`config.mk`:
```
export PLATFORM = sky130hd
export DESIGN_NAME = bit_ctrl_monitor
export DESIGN_NICKNAME = d
export VERILOG_FILES = /design/src/rtl/bit_ctrl_monitor.sv
export SDC_FILE = /design/constraint.sdc
export NUM_CORES = 1
export LEC_CHECK = 0
export BUFFER_PORTS_ARGS = -buffer_cell sky130_fd_sc_hd__buf_2
export CAP_MARGIN = 20
export CELL_PAD_IN_SITES_DETAIL_PLACEMENT = 1
export CELL_PAD_IN_SITES_GLOBAL_PLACEMENT = 2
export CORE_UTILIZATION = 36
export DETAILED_ROUTE_END_ITERATION = 10
export PLACE_DENSITY = 0.8
export SLEW_MARGIN = 20
export SYNTH_ARGS = -nofsm -noshare
export SYNTH_HDL_FRONTEND = slang
export SYNTH_SLANG_ARGS = --single-unit
```
`constraint.sdc`:
```
create_clock -name clk -period 3.4 [get_ports clk]
set_clock_uncertainty 0.1 [all_clocks]
set_input_delay 0.17 -clock clk [delete_from_list [all_inputs] [get_ports clk]]
set_output_delay 0.17 -clock clk [all_outputs]
set_load 0.02 [all_outputs]
```
`src/rtl/bit_ctrl_monitor.sv`:
```
// bit_ctrl_monitor: locks onto the six-step bit-control pattern order and counts sequence errors once locked.
module bit_ctrl_monitor #(
  parameter int LOCK_COUNT = 3,
  parameter int MISS_LIMIT = 2,
  parameter bit ALLOW_HOLD = 1'b1
) (
  input  logic       clk,
  input  logic       reset_n,
  input  logic [7:0] pat_in,
  input  logic       pat_valid,
  input  logic       err_clr,
  output logic [2:0] step,
  output logic       step_valid,
  output logic       locked,
  output logic       err_pulse,
  output logic [7:0] err_count
);
  localparam logic [2:0] LC = 3'(LOCK_COUNT);
  localparam logic [2:0] ML = 3'(MISS_LIMIT);
  typedef enum logic [1:0] {HUNT, ACQUIRE, LOCKED} state_t;
  state_t     state_q, state_d;
  logic [2:0] step_q, step_d, good_q, good_d, miss_q, miss_d;
  logic [7:0] cnt_q, cnt_d;
  logic       pulse_q, pulse_d;
  logic       legal, adv, hold, err;
  logic [2:0] dec, expd;
  always_comb begin
    legal = 1'b1;
    dec   = 3'd0;
    case (pat_in)
      8'h90:   dec = 3'd0;
      8'h18:   dec = 3'd1;
      8'h48:   dec = 3'd2;
      8'h60:   dec = 3'd3;
      8'h24:   dec = 3'd4;
      8'h84:   dec = 3'd5;
      default: legal = 1'b0;
    endcase
    expd = (step_q == 3'd5) ? 3'd0 : step_q + 3'd1;
    adv  = legal && (dec == expd);
    hold = ALLOW_HOLD && legal && (dec == step_q);
    err  = pat_valid && (state_q == LOCKED) && !adv && !hold;
    state_d = state_q;
    step_d  = step_q;
    good_d  = good_q;
    miss_d  = miss_q;
    pulse_d = err;
    // clear takes effect before a same-cycle increment
    cnt_d = err_clr ? 8'd0 : cnt_q;
    if (err && cnt_d != 8'hff) cnt_d = cnt_d + 8'd1;
    if (pat_valid) begin
      case (state_q)
        HUNT: if (legal) begin
          state_d = ACQUIRE;
          step_d  = dec;
          good_d  = 3'd0;
        end
        ACQUIRE: if (!legal) state_d = HUNT;
        else if (adv) begin
          step_d = dec;
          good_d = good_q + 3'd1;
          if (good_q + 3'd1 == LC) begin
            state_d = LOCKED;
            miss_d  = 3'd0;
          end
        end else if (!hold) begin
          step_d = dec;
          good_d = 3'd0;
        end
        LOCKED: if (adv || hold) begin
          step_d = dec;
          miss_d = 3'd0;
        end else begin
          // legal errors resync the step, illegal ones hold it
          step_d = legal ? dec : step_q;
          miss_d = miss_q + 3'd1;
          if (miss_q + 3'd1 == ML) state_d = HUNT;
        end
        default: state_d = HUNT;
      endcase
    end
  end
  always_ff @(posedge clk or negedge reset_n) begin
    if (!reset_n) begin
      state_q <= HUNT;
      step_q  <= 3'd0;
      good_q  <= 3'd0;
      miss_q  <= 3'd0;
      cnt_q   <= 8'd0;
      pulse_q <= 1'b0;
    end else begin
      state_q <= state_d;
      step_q  <= step_d;
      good_q  <= good_d;
      miss_q  <= miss_d;
      cnt_q   <= cnt_d;
      pulse_q <= pulse_d;
    end
  end
  assign step       = step_q;
  assign step_valid = state_q != HUNT;
  assign locked     = state_q == LOCKED;
  assign err_pulse  = pulse_q;
  assign err_count  = cnt_q;
endmodule

```
# Word level (Yosys, flattened, before mapping)
# Cells that the tools add are included.
word_totals:
  register_bits: 20
  latchBits: 0
  ramBits: 0
  mem_bits_ro: 0
  in_bits: 12
  elab_cells: 80
  n_memories: 0
classes:
  n_addsub: 4
  multipliers: 0
  n_div: 0
  magnitude_cmp: 0
  n_eq_ne: 23
  n_shift: 0
  mux: 28
  bitwise_logic: 0
  n_reduce_logical: 19
ops:
  columns: ["operator", "count"]
  rows:
  - ["$mux W3", 14]
  - ["$eq A8 B7 Y1 const B", 2]
  - ["$eq A8 B8 Y1 const B", 2]
  - ["$mux W8", 2]
  - ["$pmux W3 S5", 1]
  - ["$mux W2", 6]
  - ["$pmux W3 S2", 2]
  - ["$ne A2 B2 Y1 const B", 5]
  - ["$reduce_and A5 Y1", 2]
  - ["$add A3 B1 Y3 const B", 3]
  - ["$ne A3 B3 Y1 const B", 3]
  - ["$pmux W3 S3", 1]
  - ["$add A8 B1 Y8 const B", 1]
  - ["$eq A8 B5 Y1 const B", 1]
  - ["$eq A8 B6 Y1 const B", 1]
  - ["$ne A8 B8 Y1 const B", 1]
  - ["$eq A3 B2 Y1 const B", 2]
  - ["$eq A3 B3 Y1", 2]
  - ["$logic_and A1 B1 Y1", 6]
  - ["$pmux W2 S3", 1]
  - ["$reduce_and A6 Y1", 1]
  - ["$reduce_bool A2 Y1", 3]
  - ["$reduce_or A6 Y1", 1]
  - ["$reduce_and A4 Y1", 1]
  - ["other kinds (9)", 10]

# Depth between registers and ports, before layout
logic_depth:
  depth_word: 9
  mapped_depth: 9
  ltp_nobuf: 8

# Worst setup path after synthesis
# Ideal clock, no wire load.
synth_timing:
  path_type: "input-to-reg"
  start: "input pat_in[4]"
  end: "register cnt_q[1] (netlist: err_count[1])"
  setup_time_ns: 0.125
  arrival_time_ns: 2.263
  required_time_ns: 3.175
  slack_ns: 0.912
  cell_stages: 7
  path_buffers: 0
  path_cell_list: "or3b_4 > or3_4 > and3_4 > a22o_4 > a21o_4 > nor3_1 > mux2_2"
synth_between:
  elab_chain_len: 9
synth_lines:
  columns: ["element", "line_no", "text"]
  rows:
  - ["start: declaration", "9", "input logic [7:0] pat_in,"]
  - ["$eq A8 B8 Y1, or another cell as far along", "30", "case (pat_in)"]
  - ["$pmux W3 S5 or $reduce_or A6 Y1 (tied branches)", null, null]
  - ["$eq A3 B3 Y1 or $mux W1 (tied branches)", "40, 30", null]
  - ["$logic_and A1 B1 Y1", "40", "adv = legal && (dec == expd);"]
  - ["$logic_not A1 Y1", "42", "err = pat_valid && (state_q == LOCKED) && !adv && !hold;"]
  - ["$logic_and A1 B1 Y1", "42", null]
  - ["$logic_and A1 B1 Y1 *", "42", null]
  - ["$logic_and A1 B1 Y1 *", "50", "if (err && cnt_d != 8'hff) cnt_d = cnt_d + 8'd1;"]
  - ["$mux W8 *", "50", null]
  - ["net cnt_d[1]", "23", "logic [7:0] cnt_q, cnt_d;"]
  - ["end signal: assignment", "96", "cnt_q <= cnt_d;"]
  - ["end: declaration", "23", null]
# The timed path passes the listed nets; every way through them passes the cells marked *.
# A chain may end at the register's enable or synchronous reset.

# Worst setup path after layout
layout_timing:
  start: "input pat_in[4]"
  end: "register state_q[1]"
layout_between:
  elab_chain_len: 7
layout_lines:
  columns: ["element", "line_no", "text"]
  rows:
  - ["$eq A8 B8 Y1, or another cell as far along", "30", null]
  - ["$pmux W3 S5 or $reduce_or A6 Y1 (tied branches)", null, null]
  - ["$eq A3 B3 Y1, or another cell as far along", "40", null]
  - ["$logic_and A1 B1 Y1 (on tied branches)", "40, 41", null]
  - ["$logic_or A1 B1 Y1", "70", "LOCKED: if (adv || hold) begin"]
  - ["$ne A2 B2 Y1 (no source line)", null, null]
  - ["$reduce_and A6 Y1 (no source line)", null, null]
  - ["end signal: assignment", "92", "state_q <= state_d;"]
  - ["end: declaration", "21", "state_t state_q, state_d;"]
# Parallel ways exist; a longest one is shown, timed or not.

==> run metrics <==
Iter 0 DRT Violations=37; Mapped Nets=~200; Fin Setup TNS=0 ns; antenna violations before repair=0; sequential area share after synthesis=31.9%; Reg area=roughly 500 µm²; cell taking the most area after synthesis=dfrtp_1; Hold Vio Cnt, Final=0; distinct cell type count after synthesis=54; pre-CTS setup slack=a little over 0.5 ns; final net count=approximately 220; Die W=about 68 µm; Ports=26; CP startpoint kind=input pin; largest net degree at the start of global routing=21; filler cell count=between 500 and 600; pwr dens=about 330 nW/µm²; Reg clk slew, reported paths=0.07 ns; # placed instances=247; Non-Filler Instances=~250; Setup WS post-layout=~0.76 ns; Avg Cell Area, Syn=between 8 and 9 µm²; Setup CP Type=input pin to flop; CP Max Fanout=11; status=finished, final reports clean; Antenna Nets Post-Route=0; port bufs=25; die area=between 4000 and 5000 µm²; gp weighted congestion=between 0.7 and 0.8; multi-input logic area=between 1000 and 1500 µm²; Starting Density=approximately two fifths; utilization after layout=between 40% and 50%; vias in the first global route=1456; Least-Margin Pin Slew=a little over 0.8 ns; fin. max-slew vios=0; max-cap viol count=0; Lkg Pwr=roughly 0.8 nW; Area growth syn-to-layout=14.5%; aggregate global-route resource usage=between 10% and 20%; Row Count=23; count leader, synth=dfrtp_1; hold crit path type=input pin to flop; WL per Instance=16.3 µm; Rel. slew slack=around 45%; Cell Area, Synth=between 1500 and 2000 µm²; Clock H-tree levels=1; RSZ-0062 raised after global routing=false; CTS tree=yes; Post-synth top cells=dfrtp_1 (20), nand2_1 (15), o21ai_0 (12); Longest Clk Path Bufs=2; first-pass GRT wire length=between 6000 and 7000 µm; setup violators final=0; Async SR Flop Fraction=between 90% and 100%; Worst Setup End Kind=flop; placed cell areas=1740 µm²; f_max=approximately 380 MHz; Die Ht=68.0 µm; antenna cells=0; share of layout cells above drive strength 1=between 20% and 30%; routed vias=1419; Final Cycle Share=between 70% and 80%; crit path time final=~2.6 ns; CTS Root Cell=clkbuf_8; ys flop type=dfrtp_1; GRT overflow=0; iteration count of the initial detailed-routing pass=4; Synth Warn #=0; EDFF count, synth=0; synthesized instance count=~180; HPWL after detailed placement=3230 µm; drt total wl=4090 µm; clk_lat worst skew=0.25 ns; clk sinks=20; post-DR vias/cell=about 5.7; total core area=between 4000 and 5000 µm²; final instance area=1790 µm²; Synth top area share=a little under a third; Req. time, crit path=roughly 3.5 ns; Remaining DRCs=0; Synth Register Bits=20; Area contributors post-synth=dfrtp_1 (32%), ha_1 (7.2%), o21ai_0 (3.8%), nand2_1 (3.6%), nor2b_1 (3.2%); Worst EP arrival=about 2.7 ns; CTS Buf Count=3; maximum VDD drop=0.180 mV
registers in the layout (all words and copies together) (netlist names):
register and count:
err_count 8, good_q 3, miss_q 3, step 3, state_q 2, err_pulse 1
cell usage in the layout (no fill, tap or decap), types with 7 or more instances in the layout:
cell	instances
buf_2	25
dfrtp_1	20
ha_1	9
inv_1	11
nand2_1	15
nor2_1	9
nor2b_1	8
nor3_1	7
o21ai_0	12
path summary, 6_finish.rpt:
path                       cells after the start                     end  slack (ns)                    from
setup / recovery                               8  state_q[1]$_DFFE_PN0P_        0.76               pat_in[4]
hold / removal                                 2  err_count[4]$_DFF_PN0_        0.12                 err_clr
min in group asynchronous                      2   miss_q[1]$_DFFE_PN0P_        0.29                 reset_n
hold reg to reg                                2   miss_q[1]$_DFFE_PN0P_        0.43   miss_q[1]$_DFFE_PN0P_
setup reg to reg                               7  err_count[4]$_DFF_PN0_        0.95  state_q[0]$_DFFE_PN0P_
max in group asynchronous                      2  state_q[1]$_DFFE_PN0P_        2.58                 reset_n
cell type report:
class	instances	share of cell area, %
clock buffers	3	2.30
inverters	11	2.30
multi-input cells	141	56.5
flip-flops and latches	20	27.9
well taps	50	3.49
repair buffers	26	7.54
cells by family (layout without fill, tap and decap cells):
group | after synthesis | after routing | share of synthesized area (%)
simple gates | 77 | 77 | 29.5
compound gates | 42 | 42 | 20.2
flops | 20 | 20 | 31.9
buf+inv | 14 | 40 | 3.43
fa+ha+maj | 9 | 9 | 7.19
xor+xnor | 9 | 9 | 5.03
mux | 4 | 4 | 2.72
through the flow:
stage                     total power, mW  hold WS, ns
after floorplan                     0.382       -0.226
after global placement              0.438       0.0554
after detailed placement            0.447       0.0658
after CTS                           0.609        0.110
after global routing                0.643        0.125
final                               0.596        0.122
worst max-delay path, stage by stage:
cell	delay, ns
buf_2	0.13
or3b_4	0.40
a2bb2oi_1	0.18
o211ai_1	0.69
o21ai_0	0.26
a2111oi_0	0.53
o21ai_0	0.15
a21boi_0	0.19
report_power, final:
part	internal, mW	switching, mW	total [mW]
clock	0.0789	0.0757	0.155
sequential	0.251	0.0141	0.265
combinational	0.0649	0.112	0.177
metal layers:
metal | global-route usage (%) | part of all wire [%] | up-vias
li1 | - | - | 698
met1 | 23.9 | 45 | 696
met2 | 36.0 | 52 | 23
met3 | 3.50 | 3.0 | 2
met4 | 4.69 | 0.46 | 0
met5 | 0 | 0 | -
timing repair:
action	in CTS	in global routing
buffers inserted	0	0
gates resized for setup	0	0
endpoints found under the hold margin	20	0
setup endpoints to repair	0	0
hold buffers	1	0
Note: power is estimated with default switching activity, not from simulation.
